$ cat config.mk
export PLATFORM = sky130hd
export DESIGN_NAME = mult_bus_master
export DESIGN_NICKNAME = d
export VERILOG_FILES = /design/src/rtl/mult_bus_master.sv
export SDC_FILE = /design/constraint.sdc
export NUM_CORES = 1
export LEC_CHECK = 0
export BUFFER_PORTS_ARGS = -buffer_cell sky130_fd_sc_hd__clkbuf_2
export CAP_MARGIN = 20
export CORE_ASPECT_RATIO = 1.1
export CORE_MARGIN = 3
export CORE_UTILIZATION = 49
export CTS_BUF_LIST = sky130_fd_sc_hd__clkbuf_16
export CTS_CLUSTER_DIAMETER = 30
export CTS_CLUSTER_SIZE = 28
export DETAILED_ROUTE_END_ITERATION = 6
export PLACE_DENSITY = 0.8
export SLEW_MARGIN = 15
export SYNTH_ARGS = -nofsm -noshare
export SYNTH_HDL_FRONTEND = slang
export SYNTH_SLANG_ARGS = --single-unit
export TNS_END_PERCENT = 50
$ cat constraint.sdc
create_clock -name clk -period 2 [get_ports clk]
set_input_delay 0.2 -clock clk [delete_from_list [all_inputs] [get_ports clk]]
set_output_delay 0.2 -clock clk [all_outputs]
set_load 0.005 [all_outputs]
$ cat src/rtl/mult_bus_master.sv
// Command-driven bus master: writes two operands to a multiplier responder,
// starts it, waits (bounded) for the result and returns it as a response.
module mult_bus_master #(
  parameter int WRITE_HOLD = 2,
  parameter int TIMEOUT    = 64
) (
  input  logic        clk,
  input  logic        rst,
  input  logic        cmd_valid,
  output logic        cmd_ready,
  input  logic [31:0] cmd_a,
  input  logic [31:0] cmd_b,
  output logic        bus_valid,
  output logic        bus_start,
  output logic [31:0] bus_address,
  output logic [31:0] bus_data,
  input  logic        bus_ready,
  input  logic [31:0] bus_result,
  output logic        rsp_valid,
  input  logic        rsp_ready,
  output logic [31:0] rsp_data,
  output logic        rsp_err,
  output logic [2:0]  o_dbg_state
);

  // Handshakes: a transfer happens on a rising edge where valid && ready are
  // both high; a valid source holds its payload stable until that edge.

  localparam int HW = (WRITE_HOLD > 1) ? $clog2(WRITE_HOLD) : 1;
  localparam int TW = (TIMEOUT > 1) ? $clog2(TIMEOUT) : 1;
  localparam logic [HW-1:0] HOLD_LAST = HW'(WRITE_HOLD - 1);
  localparam logic [TW-1:0] WAIT_LAST = TW'(TIMEOUT - 1);

  typedef enum logic [2:0] {
    S_IDLE = 3'd0,
    S_WR_A = 3'd1,
    S_WR_B = 3'd2,
    S_RUN  = 3'd3,
    S_RESP = 3'd4
  } state_e;

  state_e        r_state;
  state_e        w_state_nxt;
  logic [HW-1:0] r_hold;
  logic [HW-1:0] w_hold_nxt;
  logic [TW-1:0] r_wait;
  logic [TW-1:0] w_wait_nxt;
  logic [31:0]   r_a;
  logic [31:0]   r_b;
  logic          w_capture;
  logic          w_timeout;
  logic          w_accept;

  logic          r_bus_valid;
  logic          r_bus_start;
  logic [31:0]   r_bus_address;
  logic [31:0]   r_bus_data;
  logic          r_rsp_valid;
  logic [31:0]   r_rsp_data;
  logic          r_rsp_err;

  logic          w_bus_valid;
  logic          w_bus_start;
  logic [31:0]   w_bus_address;
  logic [31:0]   w_bus_data;

  assign cmd_ready   = (r_state == S_IDLE) && !rst;
  assign w_accept    = (r_state == S_IDLE) && cmd_valid;
  assign bus_valid   = r_bus_valid;
  assign bus_start   = r_bus_start;
  assign bus_address = r_bus_address;
  assign bus_data    = r_bus_data;
  assign rsp_valid   = r_rsp_valid;
  assign rsp_data    = r_rsp_data;
  assign rsp_err     = r_rsp_err;
  assign o_dbg_state = r_state;

  always_comb begin
    w_state_nxt = r_state;
    w_hold_nxt  = r_hold;
    w_wait_nxt  = r_wait;
    w_capture   = 1'b0;
    w_timeout   = 1'b0;
    case (r_state)
      S_IDLE: begin
        if (cmd_valid) begin
          w_state_nxt = S_WR_A;
          w_hold_nxt  = '0;
        end
      end
      S_WR_A: begin
        if (r_hold == HOLD_LAST) begin
          w_state_nxt = S_WR_B;
          w_hold_nxt  = '0;
        end else begin
          w_hold_nxt = r_hold + 1'b1;
        end
      end
      S_WR_B: begin
        if (r_hold == HOLD_LAST) begin
          w_state_nxt = S_RUN;
          w_wait_nxt  = '0;
        end else begin
          w_hold_nxt = r_hold + 1'b1;
        end
      end
      S_RUN: begin
        // A ready in the last counted cycle is checked first, so it beats the timeout.
        if (bus_ready) begin
          w_capture   = 1'b1;
          w_state_nxt = S_RESP;
        end else if (r_wait == WAIT_LAST) begin
          w_timeout   = 1'b1;
          w_state_nxt = S_RESP;
        end else begin
          w_wait_nxt = r_wait + 1'b1;
        end
      end
      S_RESP: begin
        if (rsp_ready) w_state_nxt = S_IDLE;
      end
      default: w_state_nxt = S_IDLE;
    endcase
  end

  // Bus outputs are registered images of the state being entered.
  always_comb begin
    w_bus_valid   = 1'b0;
    w_bus_start   = 1'b0;
    w_bus_address = 32'd0;
    w_bus_data    = 32'd0;
    case (w_state_nxt)
      S_WR_A: begin
        w_bus_valid   = 1'b1;
        w_bus_address = 32'd1;
        w_bus_data    = (r_state == S_IDLE) ? cmd_a : r_a;
      end
      S_WR_B: begin
        w_bus_valid   = 1'b1;
        w_bus_address = 32'd2;
        w_bus_data    = r_b;
      end
      S_RUN: begin
        w_bus_valid = 1'b1;
        w_bus_start = 1'b1;
      end
      default: ;
    endcase
  end

  always_ff @(posedge clk) begin
    if (rst) begin
      r_state       <= S_IDLE;
      r_hold        <= '0;
      r_wait        <= '0;
      r_a           <= 32'd0;
      r_b           <= 32'd0;
      r_bus_valid   <= 1'b0;
      r_bus_start   <= 1'b0;
      r_bus_address <= 32'd0;
      r_bus_data    <= 32'd0;
      r_rsp_valid   <= 1'b0;
      r_rsp_data    <= 32'd0;
      r_rsp_err     <= 1'b0;
    end else begin
      r_state       <= w_state_nxt;
      r_hold        <= w_hold_nxt;
      r_wait        <= w_wait_nxt;
      r_bus_valid   <= w_bus_valid;
      r_bus_start   <= w_bus_start;
      r_bus_address <= w_bus_address;
      r_bus_data    <= w_bus_data;
      r_rsp_valid   <= (w_state_nxt == S_RESP);
      if (w_accept) begin
        r_a <= cmd_a;
        r_b <= cmd_b;
      end
      if (w_capture) begin
        r_rsp_data <= bus_result;
        r_rsp_err  <= 1'b0;
      end else if (w_timeout) begin
        r_rsp_data <= 32'd0;
        r_rsp_err  <= 1'b1;
      end
    end
  end

endmodule

==> results of run 1 <==
-- what timing repair did --
| item | 4_1_cts | 5_1_grt |
|---|---|---|
| hold buffers | 35 | 0 |
| endpoints found under the hold margin | 35 | 0 |
| resized for setup | 0 | 0 |
| endpoints found under the setup margin | 0 | 0 |
-- final cells by class --
| class | instances | share of cell area, % |
|---|---|---|
| repair buffers | 222 | 19.0 |
| well taps | 143 | 2.43 |
| clock inverters | 15 | 2.32 |
| clock buffers | 17 | 5.79 |
| flip-flops and latches | 144 | 39.2 |
| diodes | 1 | 0.0341 |
| inverters | 2 | 0.102 |
| multi-input cells | 390 | 31.1 |
-- cells by family after synthesis --
logic type,after synthesis,share of synthesized area (%)
adders and majority gates,1,0.230
buffers and inverters,72,7.52
and+or+nand+nor,170,13.6
AOI/OAI and AO/OA,156,19.5
other,1,0.0689
muxes,33,6.07
DFF,144,53.0
-- stage by stage --
step                      total power, mW  worst slack [ns]  hold WS, ns
after global placement               4.24             0.236        0.409
after floorplan                      3.89             0.290        0.326
final                                7.41             0.164      0.00797
after detailed placement             4.27             0.199        0.418
after global routing                 7.73            0.0798    0.0000951
after CTS                            7.47             0.181      0.00111
-- state kept, by name (all words and copies together) (netlist names) --
register / count
bus_data: 32
r_a: 32
r_b: 32
rsp_data: 32
r_wait: 6
o_dbg_state: 3
bus_address: 2
bus_start: 1
bus_valid: 1
r_hold: 1
rsp_err: 1
rsp_valid: 1
-- metal layers --
layer / vias to the layer above / global-route usage (%)
met1: 2251 / 27.5
met5: - / 0
met3: 21 / 6.08
met2: 215 / 37.6
li1: 2358 / -
met4: 0 / 11.6
-- cell usage in the layout (no fill, tap or decap), types with 2 or more instances in the layout --
cell type,Yosys,layout
a21o_1,2,2
a21oi_1,72,71
a22o_1,32,32
a31oi_1,3,3
and3_1,3,3
buf_12,0,6
buf_4,31,7
bufinv_16,0,3
clkbuf_16,0,17
clkbuf_2,0,174
clkinv_2,0,4
clkinv_4,0,2
clkinvlp_4,0,4
conb_1,1,30
dfxtp_1,144,144
dlygate4sd3_1,0,35
inv_1,2,3
mux2i_1,33,33
nand2_1,133,132
nand2b_1,2,2
nand3_1,2,2
nand4_1,4,4
nor2_1,4,4
nor2b_1,5,5
o211ai_1,3,3
o21ai_0,6,6
o2bb2ai_1,32,32
or3_1,3,3
-- where the power goes --
group          switching [mW]  internal, mW  total [mW]
clock network            1.18          1.95        3.14
logic                   0.603         0.491        1.09
registers               0.104          3.08        3.18
-- how the worst max path moves through the flow --
stage / start / end / slack [ns] / cells after the start
after CTS: r_wait[0] / r_wait[3] / 0.18 / 5
after global routing: r_wait[0] / r_wait[3] / 0.08 / 5
after floorplan: r_wait[0] / r_wait[5] / 0.29 / 5
after detailed placement: r_wait[0] / r_wait[3] / 0.20 / 5
after global placement: r_wait[0] / r_wait[5] / 0.24 / 5
final: r_wait[0] / r_wait[3] / 0.16 / 5
==> results.json, run 1 <==
{
  "outcome": "complete, no violations",
  "antenna_found_initial": 0,
  "synth_edf_count": 0,
  "drv_cap": 0,
  "via_count": 4845,
  "period_needed_ns": 1.84,
  "io_pins": 205,
  "syn_to_final_growth_pct": 35.1,
  "grt_max_degree": 65,
  "clockRootBuffer": "clkbuf_16",
  "syn_avg_cell_area_um2": 9.43,
  "max_stage_delay_ns": 0.38,
  "cts.sinks": 144,
  "reg2reg_from": "r_wait[0]",
  "required_ns": 2.34,
  "portBuffers": 174,
  "dp_hpwl_um": 9030,
  "initial_core_util_pct": 51.4,
  "gp_congestion": 0.810,
  "dp_cells": 866,
  "highest_layer": "met4",
  "synth_area_leader_cell": "dfxtp_1",
  "clock_path_buffers": 2,
  "nets": 879,
  "fin_cells": 934,
  "drtIter0Drc": 228,
  "power.density_mw_per_mm2": 1010,
  "met3_length_um": 1110,
  "path_delay_family": "simple AND/OR/NAND/NOR gates",
  "yosysMostFrequentCell": "dfxtp_1",
  "grt_pass1_wl_um": 22300,
  "clk_latency_ns": 0.41,
  "coreArea_mm2": 0.0106,
  "cts_buffers": 17,
  "syn_area_mm2": 0.00544,
  "die_h_um": 117,
  "cp.arrival_ns": 2.17,
  "drtAntennaViolNets": 0,
  "max-slew-margin-rel_pct": 59.2,
  "setup_violations": 0,
  "crit_type": "reg -> reg",
  "rr_worst_depth": 5,
  "drive_gt1_share_pct": 28.7,
  "timing.rr.end": "r_wait[3]",
  "wl_met1_um": 6020,
  "cp-start-kind": "flip-flop",
  "rows": 39,
  "worst_pin_slew_ns": 0.612,
  "synth_cells": 577,
  "path_clk_slew_ns": 0.06,
  "synth_top_area_share_pct": 53.0,
  "synth_ff_type": "dfxtp_1",
  "end_kind": "flip-flop",
  "final_util_pct": 69.4,
  "fin_tns_setup_ns": 0,
  "die_x_um": 106,
  "drc": 0,
  "overflow": 0,
  "min_to": "rsp_data[12]",
  "p_leak_nw": 3.36,
  "ys_ff_latch": 144,
  "seq_area_frac_synth_pct": 53.0,
  "htreeDepth": 4,
  "max_freq_ghz": 0.545,
  "ys.warnings.count": 0,
  "min_from": "bus_result[12]",
  "synth_cell_types": 43,
  "place_area_mm2": 0.00640,
  "dieArea_mm2": 0.0124,
  "cts_tree": "done",
  "wl_per_cell_um": 15.3,
  "viasPerCell": 5.19,
  "rsz0062_at_grt": "no",
  "ir_drop_mv": 0.496,
  "finClkSkew_ns": 0.00761,
  "post-route-period-util_pct": 91.8,
  "grt_pass1_vias": 4697,
  "post_cts_buffers": 0,
  "drv_slew": 0,
  "design_area_mm2": 0.00735,
  "yosys-top-cells-area": "dfxtp_1, nand2_1, a21oi_1",
  "synthTopCellsByCount": "dfxtp_1, nand2_1, a21oi_1",
  "hold_path_depth": 2,
  "ff2ff_setup_slack_ns": 0.16,
  "hp-class": "in -> reg",
  "dr.pass1.iters": 4,
  "dr_wl_met2_um": 6930,
  "path_max_fanout": 9,
  "drt_wl_total_um": 14300,
  "slowest_stage": "a211o_4",
  "path_cells": "ha_1, and3_1, a211o_4, or3_1, a21oi_1",
  "cp.buffers_inverters": 0,
  "num-fill-cells": 793,
  "grt.total_usage_pct": 22.7,
  "async_flop_share_pct": 0,
  "multi_input_area_mm2": 0.00229,
  "regArea_mm2": 0.00288,
  "finalHoldViolations": 0
}
Note: power is estimated with default switching activity, not from simulation.
==> run 2: changes to the inputs <==
- CORE_UTILIZATION: 49 -> 53
- PLACE_DENSITY: 0.8 -> 0.85
- clock period: 2 -> 2.2 ns (I/O delays scaled with it)
==> run 2 against run 1 <==
  * Total power decreased by 12%
  * Final cell count decreased by 6.3%
  * Clock-buffer cell count did not move
  * Routed wire length decreased by 5.3%
  * Die area decreased by 7.2%
  * Clock power fell by 15%
  * Register-to-register slack improved by 0.15 ns
  * First-iteration DRC count shrank 17%
  * Combinational power decreased by 15%
==> results.json, run 2 (same netlist as run 1, synthesis figures left out) <==
{
  "pwr-share-seq_pct": 44.6,
  "p_switching_mw": 1.66,
  "min_from": "bus_result[9]",
  "clock_path_buffers": 2,
  "power.share.clock_pct": 41.1,
  "fin_tns_setup_ns": 0,
  "coreArea_mm2": 0.00994,
  "drv_cap": 0,
  "via_count": 4692,
  "antenna_cells": 0,
  "finalHoldViolations": 0,
  "dp_hpwl_um": 8870,
  "portBuffers": 174,
  "min_to": "rsp_data[9]",
  "drt_wl_total_um": 13500,
  "antenna_found_initial": 1,
  "combPwrFrac_pct": 14.3,
  "htreeDepth": 4,
  "worst_pin_slew_ns": 0.716,
  "rows": 38,
  "cts.sinks": 144,
  "ff2ff_setup_slack_ns": 0.31,
  "drtIter0Drc": 190,
  "post_cts_resized": 0,
  "reg2reg_from": "r_wait[0]",
  "period_needed_ns": 1.89,
  "grt_pass1_wl_um": 21800,
  "path_clk_slew_ns": 0.06,
  "overflow": 0,
  "crit_type": "reg -> reg",
  "power.internal_mw": 4.83,
  "timing.rr.end": "rsp_data[25]",
  "drtAntennaViolNets": 0,
  "p_leak_nw": 3.19,
  "slowest_stage": "dfxtp_1",
  "die_h_um": 112,
  "grt_pass1_vias": 4602,
  "end_kind": "flip-flop",
  "drive_gt1_share_pct": 28.7,
  "rr_worst_depth": 6,
  "rsz0062_at_grt": "no",
  "fin_cells": 875,
  "max_stage_delay_ns": 0.35,
  "wl_per_cell_um": 15.5,
  "viasPerCell": 5.36,
  "nets": 844,
  "drv_slew": 0,
  "finClkSkew_ns": 0.0111,
  "cts_tree": "done",
  "hp-class": "in -> reg",
  "dp_cells": 840,
  "required_ns": 2.55,
  "cp.buffers_inverters": 1,
  "initial_core_util_pct": 54.7,
  "gp_congestion": 0.860,
  "layout_commonest_cell": "clkbuf_2",
  "io_pins": 205,
  "final_cell_mix": "clkbuf_2, dfxtp_1, nand2_1",
  "post-place-ws_ns": 0.390,
  "cp.arrival_ns": 2.24,
  "power.density_mw_per_mm2": 940,
  "grt_max_degree": 69,
  "path_delay_family": "compound AO/OA/AOI/OAI gates",
  "max_freq_ghz": 0.530,
  "max-slew-margin-rel_pct": 52.3,
  "cts_buffers": 17,
  "dr.pass1.iters": 4,
  "dieArea_mm2": 0.0115,
  "path_cells": "ha_1, and3_1, a21o_1, a21oi_2, buf_4, a22o_1",
  "outcome": "complete, no violations",
  "clockRootBuffer": "clkbuf_16",
  "ir_drop_mv": 0.446,
  "syn_to_final_growth_pct": 27.0,
  "path_max_fanout": 32,
  "timing.final.ws_setup_ns": 0.315,
  "cp-start-kind": "flip-flop",
  "drc": 0,
  "die_x_um": 103,
  "clk_latency_ns": 0.41,
  "grt.total_usage_pct": 23.9,
  "switching_share_pct": 25.6,
  "hold_path_depth": 2,
  "setup_violations": 0,
  "post-route-period-util_pct": 85.7
}
[run 2: cell types whose count changed in the layout (fill, tap and decap cells not counted), sizes merged]
| cell | change |
|---|---|
| diode | -1 |
| buf | -3 |
| inv | +2 |
| clkinv | +2 |
| dlygate4sd3 | -32 |
| clkinvlp | -3 |
| bufinv | -1 |
[run 2: area by class of cell]
type | count | area [µm²]
Clock buffer | 17 | 425
Tap cell | 120 | 150
Timing Repair Buffer | 187 | 1030
Multi-Input combinational cell | 390 | 2290
Inverter | 2 | 7.51
Sequential cell | 144 | 2880
Fill cell | 746 | 3030
Clock inverter | 15 | 129
[run 2: per-layer routing]
layer | part of all wire [%] | GRT usage, % | vias up | wire length [µm]
met2 | 49 | 39.7 | 210 | 6670
met5 | 0.067 | 0 | - | 9
met4 | 1.6 | 7.96 | 2 | 210
met3 | 7.8 | 7.52 | 23 | 1060
met1 | 41 | 29.2 | 2174 | 5580
li1 | - | - | 2283 | -
[run 2: how the worst max path moves through the flow]
stage | start | endpoint | cells after the start
final | r_wait[0] | rsp_data[25] | 6
after global routing | r_wait[0] | rsp_data[13] | 6
after CTS | r_wait[0] | rsp_data[3] | 6
after detailed placement | r_wait[0] | r_wait[4] | 5
after global placement | r_wait[0] | r_wait[5] | 5
after floorplan | r_wait[0] | r_wait[5] | 5
[run 2: metrics by stage]
stage	cell area (µm²)	utilization, %	total power, mW	hold slack (ns)
after floorplan	5550	-	3.54	0.346
after global placement	6320	63.6	3.83	0.430
after detailed placement	6320	63.6	3.87	0.432
after CTS	6910	69.5	6.55	0.0000631
after global routing	6910	69.5	6.80	0.00477
final	6910	69.5	6.50	0.0155
[run 2: what timing repair did]
action,CTS,global route
hold endpoints to repair,3,0
setup endpoints to repair,0,0
hold buffers,3,0
buffers inserted,0,0
[run 2: power by group through the flow]
stage,registers [mW],clock network (mW),logic (mW)
6_report,2.90,2.67,0.928
4_1_cts,2.90,2.72,0.933
3_3_place_gp,2.94,0,0.892
5_1_grt,2.92,2.85,1.03
3_5_place_dp,2.95,0,0.917
2_1_floorplan,2.93,0,0.601
